==> config.mk <==
export PLATFORM = sky130hd
export DESIGN_NAME = pipeline_hazard_ctrl
export DESIGN_NICKNAME = d
export VERILOG_FILES = /design/src/rtl/pipeline_hazard_ctrl.sv
export SDC_FILE = /design/constraint.sdc
export NUM_CORES = 1
export LEC_CHECK = 0
export CAP_MARGIN = 20
export CELL_PAD_IN_SITES_DETAIL_PLACEMENT = 1
export CELL_PAD_IN_SITES_GLOBAL_PLACEMENT = 2
export CORE_ASPECT_RATIO = 0.7
export CORE_UTILIZATION = 30
export CTS_BUF_LIST = sky130_fd_sc_hd__clkbuf_4 sky130_fd_sc_hd__clkbuf_8
export DETAILED_ROUTE_END_ITERATION = 6
export MAX_ROUTING_LAYER = met4
export PLACE_DENSITY = 0.88
export SYNTH_ARGS = -nofsm -noshare
export SYNTH_HDL_FRONTEND = slang
export SYNTH_SLANG_ARGS = --single-unit
==> constraint.sdc <==
create_clock -name clk -period 2.4 [get_ports clk]
set_clock_uncertainty 0.2 [all_clocks]
set_input_delay 0.48 -clock clk [delete_from_list [all_inputs] [get_ports clk]]
set_output_delay 0.48 -clock clk [all_outputs]
set_load 0.01 [all_outputs]
==> src/rtl/pipeline_hazard_ctrl.sv <==
// -----------------------------------------------------------------------------
// pipeline_hazard_ctrl
// Hazard and stall sequencer for a 5-stage MIPS pipeline. It keeps its own
// shadow copy of the ID/EX and EX/MEM destination and control bits and detects
// load-use hazards. It squashes wrong-path fetches after taken branches and
// jumps, and freezes the pipe while data memory is busy.
//
// Optional feature macro: HAZARD_PERF_CNT_EN (adds stall/flush counters).
//
// Ports:
//   clk, rst_n          clock, asynchronous active-low reset
//   id_*                decoded fields of the instruction in ID
//   ex_branch_taken     branch resolved taken in EX
//   dmem_req/dmem_ready MEM stage data-memory handshake
//   pc_en, ifid_en      PC and IF/ID enables
//   ifid_flush          IF/ID loads a nop
//   idex_bubble         ID/EX loads a nop
//   pipe_en             ID/EX, EX/MEM, MEM/WB enable
//   mem_timeout         sticky: a memory wait was aborted
//   state               FSM state (RUN=0, FLUSH=1, MEM_WAIT=2)
//   stall_cycles, flush_events  (HAZARD_PERF_CNT_EN only) saturating counters
// -----------------------------------------------------------------------------
module pipeline_hazard_ctrl #(
    parameter int unsigned REG_AW      = 5,
    parameter int unsigned FLUSH_EXTRA = 1,
    parameter int unsigned MEM_TIMEOUT = 15
) (
    input  logic              clk,
    input  logic              rst_n,
    input  logic              id_valid,
    input  logic [REG_AW-1:0] id_rs,
    input  logic [REG_AW-1:0] id_rt,
    input  logic              id_uses_rt,
    input  logic [REG_AW-1:0] id_dst,
    input  logic              id_reg_write,
    input  logic              id_mem_read,
    input  logic              id_jump,
    input  logic              ex_branch_taken,
    input  logic              dmem_req,
    input  logic              dmem_ready,
    output logic              pc_en,
    output logic              ifid_en,
    output logic              ifid_flush,
    output logic              idex_bubble,
    output logic              pipe_en,
    output logic              mem_timeout,
    output logic [1:0]        state
`ifdef HAZARD_PERF_CNT_EN
    ,
    output logic [15:0]       stall_cycles,
    output logic [15:0]       flush_events
`endif
);

    typedef enum logic [1:0] {
        ST_RUN      = 2'd0,
        ST_FLUSH    = 2'd1,
        ST_MEM_WAIT = 2'd2
    } state_e;

    localparam logic [2:0] FLUSH_EXTRA_C = 3'(FLUSH_EXTRA);
    localparam logic [7:0] MEM_TIMEOUT_C = 8'(MEM_TIMEOUT);

    state_e            state_q, state_d;
    logic [2:0]        flush_cnt_q, flush_cnt_d;
    logic [7:0]        wait_cnt_q, wait_cnt_d;
    logic              mem_timeout_q, mem_timeout_d;

    // Shadow of the pipeline control bits (EX and MEM stages)
    logic              ex_mem_read_q, ex_reg_write_q;
    logic [REG_AW-1:0] ex_dst_q;
    logic              mem_mem_read_q, mem_reg_write_q;
    logic [REG_AW-1:0] mem_dst_q;

    logic              lu_s;
    logic              mem_stall_s;
    logic              unused_shadow_s;

    // The MEM-stage shadow and ex reg_write are tracked but not consumed here.
    assign unused_shadow_s = ^{ex_reg_write_q, mem_mem_read_q, mem_reg_write_q, mem_dst_q};

    // Load-use: the load in EX writes a register that ID is about to read.
    assign lu_s = ex_mem_read_q && (ex_dst_q != {REG_AW{1'b0}}) && id_valid &&
                  ((ex_dst_q == id_rs) || (id_uses_rt && (ex_dst_q == id_rt)));

    assign mem_stall_s = dmem_req && !dmem_ready;
    assign mem_timeout = mem_timeout_q;
    assign state       = state_q;

    // Next-state and Mealy output decode
    always_comb begin
        state_d       = state_q;
        flush_cnt_d   = flush_cnt_q;
        wait_cnt_d    = wait_cnt_q;
        mem_timeout_d = mem_timeout_q;
        pc_en         = 1'b1;
        ifid_en       = 1'b1;
        pipe_en       = 1'b1;
        ifid_flush    = 1'b0;
        idex_bubble   = 1'b0;
        case (state_q)
            ST_RUN: begin
                if (mem_stall_s) begin
                    pc_en      = 1'b0;
                    ifid_en    = 1'b0;
                    pipe_en    = 1'b0;
                    wait_cnt_d = 8'd1;
                    state_d    = ST_MEM_WAIT;
                end else if (ex_branch_taken) begin
                    ifid_flush  = 1'b1;
                    idex_bubble = 1'b1;
                    flush_cnt_d = FLUSH_EXTRA_C;
                    state_d     = (FLUSH_EXTRA_C != 3'd0) ? ST_FLUSH : ST_RUN;
                end else if (lu_s) begin
                    // A jump seen together with lu is retried once the stall clears.
                    pc_en       = 1'b0;
                    ifid_en     = 1'b0;
                    idex_bubble = 1'b1;
                end else if (id_jump) begin
                    ifid_flush = 1'b1;
                end else begin
                    state_d = ST_RUN;
                end
            end
            ST_FLUSH: begin
                if (mem_stall_s) begin
                    // Freeze; flush_cnt is kept so the flush resumes after the wait.
                    pc_en      = 1'b0;
                    ifid_en    = 1'b0;
                    pipe_en    = 1'b0;
                    wait_cnt_d = 8'd1;
                    state_d    = ST_MEM_WAIT;
                end else begin
                    ifid_flush  = 1'b1;
                    idex_bubble = 1'b1;
                    if (ex_branch_taken) begin
                        flush_cnt_d = FLUSH_EXTRA_C;
                    end else if (flush_cnt_q <= 3'd1) begin
                        flush_cnt_d = 3'd0;
                        state_d     = ST_RUN;
                    end else begin
                        flush_cnt_d = flush_cnt_q - 3'd1;
                    end
                end
            end
            ST_MEM_WAIT: begin
                pc_en   = 1'b0;
                ifid_en = 1'b0;
                pipe_en = 1'b0;
                if (dmem_ready) begin
                    pc_en      = 1'b1;
                    ifid_en    = 1'b1;
                    pipe_en    = 1'b1;
                    wait_cnt_d = 8'd0;
                    state_d    = (flush_cnt_q != 3'd0) ? ST_FLUSH : ST_RUN;
                end else if (wait_cnt_q >= MEM_TIMEOUT_C) begin
                    // Abort: drain the back end once and drop any pending flush.
                    pipe_en       = 1'b1;
                    mem_timeout_d = 1'b1;
                    wait_cnt_d    = 8'd0;
                    flush_cnt_d   = 3'd0;
                    state_d       = ST_RUN;
                end else begin
                    wait_cnt_d = wait_cnt_q + 8'd1;
                end
            end
            default: begin
                state_d     = ST_RUN;
                flush_cnt_d = 3'd0;
                wait_cnt_d  = 8'd0;
            end
        endcase
    end

    // FSM state and counters
    always_ff @(posedge clk or negedge rst_n) begin
        if (!rst_n) begin
            state_q       <= ST_RUN;
            flush_cnt_q   <= 3'd0;
            wait_cnt_q    <= 8'd0;
            mem_timeout_q <= 1'b0;
        end else begin
            state_q       <= state_d;
            flush_cnt_q   <= flush_cnt_d;
            wait_cnt_q    <= wait_cnt_d;
            mem_timeout_q <= mem_timeout_d;
        end
    end

    // Control shadow advances with the pipe; bubbles and invalid slots load zeros
    always_ff @(posedge clk or negedge rst_n) begin
        if (!rst_n) begin
            ex_mem_read_q   <= 1'b0;
            ex_reg_write_q  <= 1'b0;
            ex_dst_q        <= {REG_AW{1'b0}};
            mem_mem_read_q  <= 1'b0;
            mem_reg_write_q <= 1'b0;
            mem_dst_q       <= {REG_AW{1'b0}};
        end else if (pipe_en) begin
            if (idex_bubble || !id_valid) begin
                ex_mem_read_q  <= 1'b0;
                ex_reg_write_q <= 1'b0;
                ex_dst_q       <= {REG_AW{1'b0}};
            end else begin
                ex_mem_read_q  <= id_mem_read;
                ex_reg_write_q <= id_reg_write;
                ex_dst_q       <= id_dst;
            end
            mem_mem_read_q  <= ex_mem_read_q;
            mem_reg_write_q <= ex_reg_write_q;
            mem_dst_q       <= ex_dst_q;
        end
    end

`ifdef HAZARD_PERF_CNT_EN
    logic [15:0] stall_cycles_q, flush_events_q;
    logic        ifid_flush_prev_q;
    logic        flush_event_s;

    // A jump flush in RUN is counted even when it follows another flush cycle.
    assign flush_event_s = (ifid_flush && !ifid_flush_prev_q) ||
                           ((state_q == ST_RUN) && ifid_flush && !ex_branch_taken);

    // Saturating performance counters
    always_ff @(posedge clk or negedge rst_n) begin
        if (!rst_n) begin
            stall_cycles_q    <= 16'd0;
            flush_events_q    <= 16'd0;
            ifid_flush_prev_q <= 1'b0;
        end else begin
            ifid_flush_prev_q <= ifid_flush;
            if (!pc_en && (stall_cycles_q != 16'hFFFF)) begin
                stall_cycles_q <= stall_cycles_q + 16'd1;
            end
            if (flush_event_s && (flush_events_q != 16'hFFFF)) begin
                flush_events_q <= flush_events_q + 16'd1;
            end
        end
    end

    assign stall_cycles = stall_cycles_q;
    assign flush_events = flush_events_q;
`endif

endmodule

==> summary by stage <==
Floorplan
The floorplan step defined a die boundary enclosing 0.00444 mm2. The starting utilization of the core area is between 30% and 40%. The number of primary I/O pins is 33. The die is between 70 and 80 um wide. The total area inside the core boundary comes to between 0.003 and 0.004 mm2.

In this run the vertical extent of the chip is 56.0 um. After floorplanning, the core was divided into 19 placement rows.

Worst setup path
STA puts the critical path data arrival time at 1.99 ns. The slowest cell on the critical path is or4_4. Along the worst path, the maximum fanout reaches 4. Traced cell by cell, the critical path runs through buf_4 > or4_4 > o211ai_4 > o21ai_2 > a21oi_1 > buf_2. STA classifies the critical path startpoint as a flop.

The longest individual stage delay on the worst path is 0.49 ns. The category of the worst setup path capture point is a primary output. The required time at the worst-slack endpoint is 1.72 ns. The worst setup path is of the reg -> out kind.

Routing
In the routed layout, each cell is associated on average with a via count of about 5.0. For this block, the routed nets add up to 3720 um of wire. After the first detailed-routing iteration, the DRC count stood at 57. The overall via count from detail_route is ~1200. In the routed design, unresolved DRC markers number 0. The first TritonRoute pass finished after 4 iterations. The count of antenna-violating nets left after detailed routing is 0. The average detailed-routed wire length per instance is 15.5 um.

Clocking
The number of levels in the clock H-tree is 1. For this design, the sink count on the clock tree is 20. For the worst-skew pair, the clock arrives at the later sink with an insertion delay of 0.26 ns. The clock passes through at most 2 buffers. Clock tree synthesis inserted a total of 3 buffers. Hold repair after CTS inserted 0 buffers. The clock edge transition at the registers on the reported setup and hold paths is 0.08 ns. CTS placed an instance of clkbuf_8 at the clock tree root.

The clock tree from TritonCTS is yes.

Placed design
During placement, the flow inserted port buffers numbering 31. The placed wire-length estimate is between 2000 and 3000 um. At the placement stage, the worst setup path has a slack of -0.848 ns. The global placement routability congestion is 0.797.

Synthesis
For this run, the number of Yosys warnings is 0. The complex-gate fraction of the synthesized area is 24.6%. The unique cell type count in the Yosys netlist is 41. The synthesized design devotes to its leading area cell type 40.0% of total area. By area, the combinational part of the netlist is dominated by compound AO/OA/AOI/OAI gates. Synthesis produced a netlist whose cell count is 127. The number of enable flip-flop cells after synthesis is 0. The fraction of the yosys area taken by sequential cells is 40.0%. The post-synthesis adder-cell area fraction is 4.00%. Averaged over all synthesized cells, the footprint is a little under 10 um2.

After synthesis, the most frequently instantiated cells are dfrtp_1 (20), inv_1 (11), xor2_1 (9). The biggest area consumer among synthesized cells is dfrtp_1. The number of nets in the synthesized netlist is about 160. After Yosys synthesis, and, or, nand and nor cells account for between 10% and 20% of the synthesized area.

Yosys instantiated no cell more often than dfrtp_1. After synthesis, the share of flip-flops with an asynchronous set or reset is 100%. For this run, the leading register cell type out of synthesis is dfrtp_1. The share of synthesized area spent on multiplexers is 0%.

The synthesized netlist occupies a cell area of 0.00125 mm2. The share of the synthesized netlist area taken by xor and xnor gates is under 10%. Ranked by total cell area, the synthesized netlist is headed by dfrtp_1 (40%), xor2_1 (6.3%), a32oi_1 (4.2%), o21ai_2 (4.2%), ha_1 (4.0%).

In this run, synthesis produced a sequential element count of 20.

Global routing
The largest net degree at the start of global routing is 21. The via count of the first global-routing pass is between 1000 and 1500. Global routing finished with a remaining overflow of 0.

The number of antenna violations at the first check in global routing is 0. Global routing consumed, over all layers together, 18.6% of the routing resources. The global-route wire length before repair is around 6200 um.

Final layout
The count of antenna diodes in the layout is 0. Of the cells placed in the final design, the portion with a size suffix greater than 1 is ~33%. The final-stage net count is 218. The synthesis-to-layout area growth is 55.1%.

Timing
Adding up every negative setup slack in the final design gives -0.999 ns. The maximum frequency from static timing analysis is 375 MHz. The fraction of the cycle the final worst path needs is 111%. The number of hold violations in the final report was 0. Setup repair after global routing could not meet its margin everywhere. The time the worst path needs with I/O delays and setup is around 2.7 ns.

After layout, the worst setup slack is -0.265 ns. The remaining max-slew budget at the tightest pin is between 70% and 80%. Setup violations remaining at the end of the flow were counted as 4. The number of max-slew violations in the final report is 0. The actual slew at the worst max-slew pin is ~0.45 ns.

Hold is met by 0.262 ns.

Outcome
The flow ran to the end, but the final reports show violations. The final reports fail on setup timing.

Run
The tool flagged a number of max-cap violations equal to 0.

Power
The total power consumption of the routed design is between 1000 and 1500 uW. The worst-case IR drop observed on VDD is 225 uV. The standby leakage power is 0.000938 uW. For this design the ratio of total power to cell area is 576 mW/mm2.

Min path
The path class of the tightest hold or removal check is reg -> reg.
routing by layer:
metal  up-vias  GRT usage (%)  share of wire, %
li1        571              -                 -
met5         -              -                 0
met2        17           29.9                50
met4         0           4.94              0.97
met1       597           24.8                47
met3         4           2.13               2.3
power breakdown:
group          switching [uW]  internal, uW  total, uW
logic                     181           193        373
registers                41.0           368        409
clock network             113           222        336
state kept, by name (all words and copies together) (netlist names):
name,count
flush_cnt_q,3
wait_cnt_q,8
state,2
ex_mem_read_q,1
ex_dst_q,5
mem_timeout,1
cell type report:
cell class / count / area, um2
multi-input combinational: 92 / 743
clock buffer: 3 / 41.3
fill: 452 / 2010
clock inverter: 1 / 30.0
inverter: 11 / 41.3
tap: 52 / 65.1
sequential: 20 / 503
timing repair buffer: 61 / 517
cell families after synthesis:
group | count (synthesis)
AO/OA/AOI/OAI | 37
XOR/XNOR | 10
adder cells (fa/ha/maj) | 4
buffers and inverters | 15
flip-flops | 20
AND/OR/NAND/NOR | 41
critical path, delay by kind of cell (launching register included):
| family | cells | cell delay, ns |
|---|---|---|
| compound gates | 3 | 0.50 |
| simple gates | 1 | 0.49 |
| flops | 1 | 0.44 |
| buf+inv | 2 | 0.30 |
cell usage in the layout (no fill, tap or decap), types with 3 or more instances in the layout:
master,instances
a21o_1,3
a32oi_1,6
and2_1,4
buf_2,4
buf_4,28
clkbuf_8,3
clkdlybuf4s50_1,19
dfrtp_1,18
dlygate4sd2_1,5
ha_1,4
inv_1,11
nand2_1,7
nand3_1,3
nor2_1,8
nor2b_1,3
o21ai_0,5
o21ai_2,8
xor2_1,7
path summary, 6_finish.rpt:
kind / startpoint / to / slack [ns] / cells past startpoint
hold / removal: mem_timeout / mem_timeout / 0.26 / 1
min in group asynchronous: rst_n / flush_cnt_q[0] / 0.37 / 2
setup reg to reg: ex_dst_q[3] / ex_dst_q[3] / 0.16 / 8
hold reg to reg: mem_timeout / mem_timeout / 0.26 / 1
setup / recovery: ex_dst_q[3] / ifid_flush / -0.27 / 6
max in group asynchronous: rst_n / ex_dst_q[1] / 1.40 / 2
metrics by stage:
stage / utilization (%) / area, um2 / instances
finish: 49.2 / 1940 / 240
global route: 49.2 / 1940 / 240
CTS: 48.1 / 1900 / 237
detailed placement: 44.7 / 1760 / 228
global placement: 44.7 / 1760 / 228
floorplan: - / 1250 / 127
what timing repair did:
item | 4_1_cts | 5_1_grt
resized for setup | 32 | 9
endpoints found under the setup margin | 5 | 5
pin swaps | 9 | 7
buffers inserted | 5 | 3
No activity file was read; power rests on OpenSTA's default activity.
